### src/rtl/mdr_unit.sv
// Memory data register: loads from the C bus or from data memory.
// Optional MDR_SIGN_EXT_EN adds sign-extended byte loads.
module mdr_unit #(
    parameter int DATA_W  = 16,
    parameter int LANES   = DATA_W / 8,
    parameter int SEL_W   = $clog2(LANES),
    parameter int TIMEOUT = 15
) (
    input  logic              clk,
    input  logic              rst,
    input  logic [DATA_W-1:0] cbus_in,
    input  logic              load_c,
    input  logic              rd_req,
    input  logic              byte_mode,
    input  logic [SEL_W-1:0]  byte_sel,
`ifdef MDR_SIGN_EXT_EN
    input  logic              sign_ext,
`endif
    output logic              mem_rd_en,
    input  logic [DATA_W-1:0] mem_rd_data,
    input  logic              mem_rd_valid,
    output logic [DATA_W-1:0] mdr_out,
    output logic              busy,
    output logic              done,
    output logic              rd_err
);

    typedef enum logic {
        S_IDLE,
        S_WAIT
    } state_t;

    localparam logic [7:0] LAST = 8'(TIMEOUT - 1);

    state_t            state_q, state_n;
    logic [7:0]        cnt_q, cnt_n;
    logic [DATA_W-1:0] mdr_q, mdr_n;
    logic              done_q, done_n;
    logic              err_q, err_n;
    logic              bm_q, bm_n;
    logic [SEL_W-1:0]  sel_q, sel_n;
    logic              sx_q, sx_n;
    logic              sx_in;
    logic [7:0]        lane;
    logic [DATA_W-1:0] cap;

`ifdef MDR_SIGN_EXT_EN
    assign sx_in = sign_ext;
`else
    assign sx_in = 1'b0;
`endif

    // Pick the latched byte lane out of the memory read data.
    always_comb begin
        lane = 8'h00;
        for (int i = 0; i < LANES; i++) begin
            if (sel_q == SEL_W'(i)) begin
                lane = mem_rd_data[8*i +: 8];
            end
        end
    end

    // Format captured read data: full word or extended byte.
    always_comb begin
        if (bm_q) begin
            cap = {{(DATA_W-8){sx_q & lane[7]}}, lane};
        end else begin
            cap = mem_rd_data;
        end
    end

    // Next-state and datapath update logic.
    always_comb begin
        state_n = state_q;
        cnt_n   = cnt_q;
        mdr_n   = mdr_q;
        done_n  = 1'b0;
        err_n   = err_q;
        bm_n    = bm_q;
        sel_n   = sel_q;
        sx_n    = sx_q;
        unique case (state_q)
            S_IDLE: begin
                if (load_c) begin
                    mdr_n = cbus_in;
                end else if (rd_req) begin
                    bm_n    = byte_mode;
                    sel_n   = byte_sel;
                    sx_n    = sx_in;
                    cnt_n   = 8'd0;
                    err_n   = 1'b0;
                    state_n = S_WAIT;
                end
            end
            S_WAIT: begin
                if (mem_rd_valid) begin
                    mdr_n   = cap;
                    done_n  = 1'b1;
                    state_n = S_IDLE;
                end else if (cnt_q == LAST) begin
                    err_n   = 1'b1;
                    state_n = S_IDLE;
                end else begin
                    cnt_n = cnt_q + 8'd1;
                end
            end
            default: state_n = S_IDLE;
        endcase
    end

    // State and data registers with synchronous reset.
    always_ff @(posedge clk) begin
        if (rst) begin
            state_q <= S_IDLE;
            cnt_q   <= 8'd0;
            mdr_q   <= '0;
            done_q  <= 1'b0;
            err_q   <= 1'b0;
            bm_q    <= 1'b0;
            sel_q   <= '0;
            sx_q    <= 1'b0;
        end else begin
            state_q <= state_n;
            cnt_q   <= cnt_n;
            mdr_q   <= mdr_n;
            done_q  <= done_n;
            err_q   <= err_n;
            bm_q    <= bm_n;
            sel_q   <= sel_n;
            sx_q    <= sx_n;
        end
    end

    assign busy      = (state_q == S_WAIT);
    assign mem_rd_en = (state_q == S_WAIT);
    assign mdr_out   = mdr_q;
    assign done      = done_q;
    assign rd_err    = err_q;

endmodule
### config.mk
export PLATFORM = sky130hd
export DESIGN_NAME = mdr_unit
export DESIGN_NICKNAME = d
export VERILOG_FILES = /design/src/rtl/mdr_unit.sv
export SDC_FILE = /design/constraint.sdc
export NUM_CORES = 1
export LEC_CHECK = 0
export ABC_AREA = 1
export CORE_MARGIN = 10
export CORE_UTILIZATION = 35
export DETAILED_ROUTE_END_ITERATION = 8
export PLACE_DENSITY = 0.77
export SKIP_LAST_GASP = 1
export SLEW_MARGIN = 20
export SYNTH_ARGS = -nofsm -noshare
export SYNTH_HDL_FRONTEND = slang
export SYNTH_SLANG_ARGS = --single-unit
### constraint.sdc
create_clock -name clk -period 1.75 [get_ports clk]
set_input_delay 0.525 -clock clk [delete_from_list [all_inputs] [get_ports clk]]
set_output_delay 0.525 -clock clk [all_outputs]
set_load 0.01 [all_outputs]
==> results.cfg <==
[logic_synthesis]
ys_seq_area_share_pct = 37.4
yosys-top-cells-area = sky130_fd_sc_hd__dfxtp_1, sky130_fd_sc_hd__nand2_1, sky130_fd_sc_hd__o21ai_0
synthesized_cell_area_sq_um = 1550
synth_area_leader_cell = sky130_fd_sc_hd__dfxtp_1
yosys.cell_types.count = 25
synth-adder-area-share_pct = 1.61
synth-seq-cells = 29
post_synthesis_compound_gate_area_fraction_pct = 22.1
synth.mux.area_fraction_pct = 0
synth_fp_nets = 265
synthesis.area_per_instance_sq_um = 6.94
synth_top_area_share_pct = 37.4
synthCells = 224
share_of_the_synthesized_netlist_area_taken_by_xor_and_xnor_gates_pct = 0
synth_top_family_by_area = simple AND/OR/NAND/NOR gates
synthSimpleGateAreaFrac_pct = 26.8
yosysWarnings = 0

[sta]
worst_pin_slew_ns = 0.422
timing.final.crit_share_pct = 96.7
min_period_ns = 1.69
final.setup.tns_ns = 0
final-hold-violation-count = 0
rsz_0062_raised_after_global_routing = no
worst_clock_skew_ns = 0.00764
final-max-slew-violation-count = 0
final-setup-viol-count = 0
relSlewSlack_pct = 71.8
fmax_ghz = 0.591

[route]
detailedRoute.firstIterationViolations = 88
totalWireLength_um = 4490
met2RoutedLength_um = 2270
routed-via-count = 1621
drt-wirelength-per-cell_um = 13.4
dr_wl_met3_um = 234
dr.max_layer_used = met4
drt-vias-per-instance = 4.84
ant_nets = 0
drc = 0
wl_met1_um = 1850
drt_pass1_iterations = 4

[floorplanning]
initial_core_util_pct = 35.9
core.rowCount = 24
ios = 59
die_y_um = 86.6
design.die.area_sq_um = 7510
core_region_area_sq_um = 4320
die_w_um = 86.6

[grt]
gr-usage-all-layers_pct = 11.6
gr-total-overflow = 0
first_pass_grt_wire_length_um = 7070
antenna_found_initial = 0
pin_count_of_the_biggest_net_entering_global_routing = 33
vias_in_the_first_global_route = 1500

[layout]
finalNetCount = 323
num-fill-cells = 429
drive_gt1_share_pct = 8.13
area_delta_synth_final_pct = 46.8
antennaDiodeCount = 0

[clock_tree]
post_cts_repair_setup_buffers = 0
htree_num_levels = 2
clock_sink_count = 29
num_cts_buffers = 5
tritoncts = yes
clkTransAtPathRegs_ns = 0.07
clk_latency_ns = 0.28
cts_max_path_buffers = 2
root_buffer_cell = sky130_fd_sc_hd__clkbuf_8

[critical_path]
crit_arrival_ns = 1.17
endpoint_kind_of_the_worst_setup_timing_path = output port
critical_path_buf_inv_count = 1
crit_slowest_cell = sky130_fd_sc_hd__clkdlybuf4s50_1
critPathMaxFanout = 2
crit_family = buffers and inverters
setup.worst_path.start_class = flip-flop
crit_path_cell_chain = clkdlybuf4s50_1
worst_ep_required_time_ns = 1.22
critical_path_class = reg -> out
max_stage_delay_ns = 0.55

[place]
port_buffers = 58
globalplace.congestion = 0.879
detailedPlacementHpwl_um = 3470

[power_and_ir_drop]
vdd_ir_drop_max_v = 0.000350
cellPowerDensity_nw_per_um2 = 745
fin_total_pwr_mw = 1.70
power.static_leakage_nw = 0.961

[min_path]
min-delay-path-class = reg -> reg

[job]
maxCapViolations = 0

[status]
status = completed
-- cells in the mapped netlist, drive strengths merged --
master and count:
clkbuf 1, nor2 17, o21ai 29, inv 25
a21oi 16, ha 2, nand4 1, a31oi 17
o21bai 1, or2 9, buf 12, nand3 13
nand2 52, dfxtp 29
-- registers in the layout, indices dropped and copies added, names as in the netlist --
name     count
mdr_out     16
cnt_q        8
rd_err       1
done         1
busy         1
sel_q        1
bm_q         1
-- where the power goes --
part | internal (mW) | switching [mW] | total [mW]
clock | 0.355 | 0.260 | 0.615
combinational | 0.201 | 0.153 | 0.354
sequential | 0.705 | 0.0243 | 0.729
total | 1.26 | 0.437 | 1.70
-- cell type report --
class                      count  area [sq um]  share of cell area (%)
sequential                    29           581                    25.5
clock buffer                   7          96.3                    4.22
clock inverter                 1          5.00                   0.219
multi-input combinational    157           785                    34.4
inverter                      25          96.3                    4.22
timing repair buffer          64           653                    28.6
tap                           52          65.1                    2.85
-- worst paths after layout --
| path | cells past startpoint | to | slack [ns] | startpoint |
|---|---|---|---|---|
| max | 1 | mdr_out[15] | 0.06 | mdr_out[15] |
| min | 2 | sel_q | 0.49 | sel_q |
| max reg2reg | 10 | cnt_q[5] | 0.37 | cnt_q[0] |
| min reg2reg | 2 | sel_q | 0.49 | sel_q |
-- metal layers --
layer / GRT usage [%] / vias up
met2: 19.1 / 38
li1: - / 854
met5: 0 / -
met3: 2.91 / 9
met1: 13.2 / 720
met4: 6.63 / 0
-- stage by stage --
stage	cell area (sq um)	cells	hold slack [ns]	setup WS, ns	utilization, %
2_1_floorplan	1550	224	0.454	0.507	-
3_3_place_gp	2180	327	0.466	0.0576	50.3
3_5_place_dp	2180	327	0.470	0.0128	50.3
4_1_cts	2280	335	0.487	0.0367	52.7
5_1_grt	2280	335	0.522	0.0105	52.7
6_report	2280	335	0.485	0.0572	52.7
-- placed cells by master, fill, tap and decap left out, types with 2 or more instances in the layout --
master and count:
sky130_fd_sc_hd__ha_1 2, sky130_fd_sc_hd__nand2_2 2, sky130_fd_sc_hd__or2_0 8, sky130_fd_sc_hd__nand3_1 12
sky130_fd_sc_hd__buf_12 2, sky130_fd_sc_hd__dfxtp_1 29, sky130_fd_sc_hd__nand2_1 49, sky130_fd_sc_hd__inv_1 23
sky130_fd_sc_hd__nor2_1 16, sky130_fd_sc_hd__a31oi_1 17, sky130_fd_sc_hd__o21ai_1 3, sky130_fd_sc_hd__a21oi_1 16
sky130_fd_sc_hd__clkdlybuf4s50_1 57, sky130_fd_sc_hd__clkbuf_8 7, sky130_fd_sc_hd__buf_4 4, sky130_fd_sc_hd__o21ai_0 25
-- kinds of logic after synthesis --
| group | Yosys count |
|---|---|
| buffers and inverters | 38 |
| AND/OR/NAND/NOR | 92 |
| flip-flops | 29 |
| AO/OA/AOI/OAI | 63 |
| adder cells (fa/ha/maj) | 2 |
-- repair_timing --
| item | in CTS | in global routing |
|---|---|---|
| gates resized for setup | 0 | 1 |
| hold buffers | 0 | 0 |
| setup endpoints to repair | 0 | 1 |
Power figures use the tool's default switching activity.
==> RTL change 1: new RTL, same settings <==
Register the outputs `mem_rd_en` and `busy`, cleared by the reset; this adds one clock of latency there. The other outputs are not delayed to match.
--- a/src/rtl/mdr_unit.sv
+++ b/src/rtl/mdr_unit.sv
@@ -131,8 +131,15 @@
         end
     end
 
-    assign busy      = (state_q == S_WAIT);
-    assign mem_rd_en = (state_q == S_WAIT);
+    always_ff @(posedge clk) begin
+        if (rst) begin
+            mem_rd_en <= '0;
+            busy      <= '0;
+        end else begin
+            mem_rd_en <= (state_q == S_WAIT);
+            busy      <= (state_q == S_WAIT);
+        end
+    end
     assign mdr_out   = mdr_q;
     assign done      = done_q;
     assign rd_err    = err_q;
Check against the original RTL: not equivalent (Yosys sat finds a counterexample within 4 cycles, from zero or initial values and one cycle with rst high).
==> RTL change 1 against the original RTL <==
Via count fell by 1.5%. Hold slack improved by 0.0046 ns. Routed wire length rose by 2.1%. Sequential cell count rose by 1. Synthesized area barely moved. Register-to-register slack got worse by 0.05 ns. Non-clock buffer count rose by 1. Global-route usage rose by 0.95 points. Total power rose by 0.86%. Fmax fell by 0.43%. Critical path type unchanged. Critical path depth did not move. Worst setup slack got worse by 0.0073 ns. Design area fell by 0.49%.
==> RTL change 1: results (changes against the original RTL) <==
Status
  – Outcome: completed

Global routing
  – Routing usage on met1: 14.0% (+0.81 points)
  – Largest net degree at the start of global routing: 25 (-24%)
  – M3 GR Usage: 3.75% (+0.84 points)
  – Met2 Track Usage GR: 21.1% (+2.0 points)
  – First-pass GRT wire length: 7450 µm (+5.3%)
  – Overall routing resource usage: 12.5% (+0.95 points)

Worst setup path
  – Slowest cell on the critical path: clkdlybuf4s50_1
  – Flop2flop setup slack: 0.32 ns (-0.05 ns)
  – Crit path from: mdr_out[14]
  – Capture point of the worst path: mdr_out[14]
  – Reg2reg end: cnt_q[7]
  – Reg2reg path depth: 9 (-1)

Routing
  – Met2 routed WL: 2320 µm (+1.9%)
  – DR WL met3: 302 µm (+29%)
  – Initial DRC Count: 76 (-14%)
  – Wirelength per Cell: 13.9 µm (+3.7%)

STA
  – Clock skew: 0.00397 ns (-0.00367 ns)
  – Period Utilization, post-route: 97.1% (+0.42 points)
  – Slew HR: 79.2% (+7.4 points)

Synthesis
  – Sequential share of the synthesized area: 38.6% (+1.3 points)
  – Area contributors post-synth: dfxtp_1 39%, nand2_1 13%, nor2_1 6.5%, a31oi_2 5.6%, o21ai_1 5.1%
  – Commonest cells in the netlist: 54 x nand2_1, 30 x dfxtp_1, 27 x nor2_1
  – Post-synth top flop: dfxtp_1
  – Syn_nets: 258 (-2.6%)
  – Unique masters post-synth: 24 (-4.0%)

Cells and area
  – Layout cells sized above 1: 8.63% (+0.51 points)
  – Fillers: 441 (+2.8%)
  – Final net count: 320 (-0.93%)

Power
  – Maximum vdd drop: 0.000406 V (+16%)

Placement
  – RePlAce Congestion: 0.892 (+1.5%)
  – Post-place setup slack: 0.0248 ns (+0.0119 ns)
[RTL change 1: cell count changes in the layout (fill, tap and decap cells not counted), moves of 5 or more]
cell     before  now
nand2_1      49   54
a21oi_1      16    5
nor2_1       16   27
o21ai_0      25   14
a31oi_2       0    7
a31oi_1      17   10
or2_0         8    1
o21ai_1       3   16
[RTL change 1: cell families (layout without fill, tap and decap cells)]
kind of cell	count (synthesis)	in the layout	share of synthesized area (%)
adders and majority gates	2	2	1.61
and+or+nand+nor	100	100	26.3
buffers and inverters	30	91	10.9
DFF	30	30	38.6
xor gates and xnor gates	2	2	1.13
AOI/OAI and AO/OA	53	53	21.5
[RTL change 1: worst min-delay path by stage]
stage	startpoint	end	slack (ns)	cells after the start
after global routing	sel_q	sel_q	0.53	2
after CTS	rd_err	rd_err	0.50	2
final	rd_err	rd_err	0.49	2
after detailed placement	rd_err	rd_err	0.47	2
after floorplan	cnt_q[0]	cnt_q[0]	0.45	1
after global placement	sel_q	sel_q	0.47	2
[RTL change 1: report_power, final]
group	internal, µW	switching, µW
clock network	303	251
logic	220	177
registers	733	29.5
total	1260	457
[RTL change 1: stage by stage]
step | util [%] | hold slack, ns | area [µm²] | total power [µW] | instances
finish | 52.5 | 0.490 | 2270 | 1710 | 330
global route | 52.5 | 0.529 | 2270 | 1800 | 330
CTS | 52.4 | 0.498 | 2270 | 1740 | 330
detailed placement | 50.5 | 0.474 | 2180 | 1180 | 324
global placement | 50.5 | 0.465 | 2180 | 1170 | 324
floorplan | - | 0.450 | 1560 | 967 | 217
[RTL change 1: final cells by class]
type / instances / share of cell area (%)
Clock buffer: 6 / 3.64
Sequential cell: 30 / 26.5
Timing Repair Buffer: 65 / 29.1
Multi-Input combinational cell: 157 / 34.6
Inverter: 20 / 3.31
Tap cell: 52 / 2.87
==> RTL change 2: new RTL, config.mk and constraints unchanged <==
Made on the original files. The option `MDR_SIGN_EXT_EN` is turned on by a define.
--- a/src/rtl/mdr_unit.sv
+++ b/src/rtl/mdr_unit.sv
@@ -1,5 +1,7 @@
 // Memory data register: loads from the C bus or from data memory.
 // Optional MDR_SIGN_EXT_EN adds sign-extended byte loads.
+`define MDR_SIGN_EXT_EN
+
 module mdr_unit #(
     parameter int DATA_W  = 16,
     parameter int LANES   = DATA_W / 8,
Interface: changed (added sign_ext); port bits go from 59 to 60. The function was not compared with the original's and may differ.
==> RTL change 2 against the original RTL <==
Synthesized area grew 4.2%. Count of clock-buffer cells in the layout is the same. Total power about the same. Critical path depth did not move. Sequential share of layout area down 0.15 points. Sequential cell count grew 1. Worst setup slack lost 0.013 ns. Global-route usage up 1.7 points. Routed wire length grew 7.2%. Clock power is 8.5% lower. Design area increased by 4.1%. Synthesized cell count is 5.8% higher. Highest routed layer unchanged.
==> RTL change 2: results (changes against the original RTL) <==
Global routing
  – M3 GR Usage: 5.66% (+2.8 points)
  – Routing usage on met1: 15.8% (+2.6 points)
  – Met2 Track Usage GR: 20.6% (+1.5 points)
  – First-pass GRT wire length: 8370 µm (+18%)
  – Overall routing resource usage: 13.2% (+1.7 points)
  – Number of global-route vias before repair: 1781 (+19%)

Placement
  – DP Wirelength: 3750 µm (+8.3%)
  – Dpl cell area: 0.00228 mm² (+4.8%)
  – Number of I/O port buffers: 59 (+1.7%)
  – Post-place setup slack: -0.114 ns (-0.127 ns)
  – RePlAce Congestion: 0.819 (-6.8%)

Power
  – Maximum vdd drop: 0.000448 V (+28%)
  – Internal Power: 1260 µW (-0.25%)
  – Leak pwr: 0.000939 µW (-2.3%)

Cells and area
  – Finished Layout Cells: 351 (+4.8%)
  – Layout cells sized above 1: 8.36% (+0.23 points)
  – P&R area growth vs syn: 46.6%
  – Final net count: 340 (+5.3%)
  – Non-clk buf share: 29.0% (+0.36 points)
  – Logic inverters: 18 (-28%)
  – Register area: 601 µm² (+3.4%)
  – Clock buffers and inverters, area share: 3.85% (-0.60 points)
  – Multi-input combinational area share: 36.3% (+1.9 points)
  – Number of non-clock buffers in the layout: 67 (+4.7%)
  – Fillers: 430 (+0.23%)
  – Multi-input gate count: 176 (+12%)

Routing
  – Total Wirelength: 4810 µm (+7.2%)
  – M1 WL: 2100 µm (+14%)
  – Met2 routed WL: 2180 µm (-4.3%)
  – Avg Vias per Cell: 4.96 (+2.4%)
  – DR WL met3: 441 µm (+88%)
  – Initial DRC Count: 91 (+3.4%)

Synthesis
  – Commonest cells in the netlist: 46 x nand2_1, 37 x o21ai_0, 32 x nor2_1
  – Area contributors post-synth: dfxtp_1 37%, o21ai_0 11%, nand2_1 11%, a21oi_1 8.3%, nor2_1 7.4%
  – Compound-Gate Fraction of Synth Area: 24.3% (+2.3 points)
  – Adder-Cell Fraction of Synth Area: 1.55% (-0.065 points)
  – Yosys reg bits: 30 (+3.4%)
  – Post-Syn Area: 0.00162 mm² (+4.2%)
  – Sequential share of the synthesized area: 37.1% (-0.26 points)
  – Synth Instances: 237 (+5.8%)
  – Syn_nets: 279 (+5.3%)

Job
  – Maxcap violations: 0 (unchanged)

Worst setup path
  – Reg2reg path depth: 9 (-1)
  – CP max FO: 2 (unchanged)
  – Reg2reg end: cnt_q[4]
  – Capture point of the worst path: mdr_out[12]
  – Crit path from: mdr_out[12]

STA
  – Worst Slack Setup Final: 0.0440 ns (-0.0132 ns)
  – Least-Margin Pin Slew: 0.270 ns (-0.152 ns)
  – Clock skew: 0.00196 ns (-0.00568 ns)

Min path
  – Hold Path Stages: 1 (-1)
  – Hold endpoint: cnt_q[0]
  – Hold wc startpoint: cnt_q[0]

Status
  – Outcome: completed
RTL change 2: cell types whose count changed after synthesis, sizes merged, moves of 2 or more:
| cell | unedited run | this run |
|---|---|---|
| a21oi | 16 | 27 |
| nor2 | 17 | 33 |
| o21ai | 29 | 38 |
| inv | 25 | 17 |
| or2 | 9 | 0 |
| nand2 | 52 | 50 |
| a31oi | 17 | 8 |
RTL change 2: cells by family (layout without fill, tap and decap cells):
family | Yosys count | in the layout
buf+inv | 31 | 93
compound gates | 75 | 75
simple gates | 99 | 99
flops | 30 | 30
fa+ha+maj | 2 | 2
RTL change 2: power by group through the flow:
| stage | clock [µW] | sequential, µW | combinational (µW) |
|---|---|---|---|
| after CTS | 577 | 759 | 382 |
| after global placement | 0 | 771 | 374 |
| final | 563 | 758 | 379 |
| after global routing | 607 | 764 | 421 |
| after detailed placement | 0 | 772 | 381 |
| after floorplan | 0 | 785 | 150 |
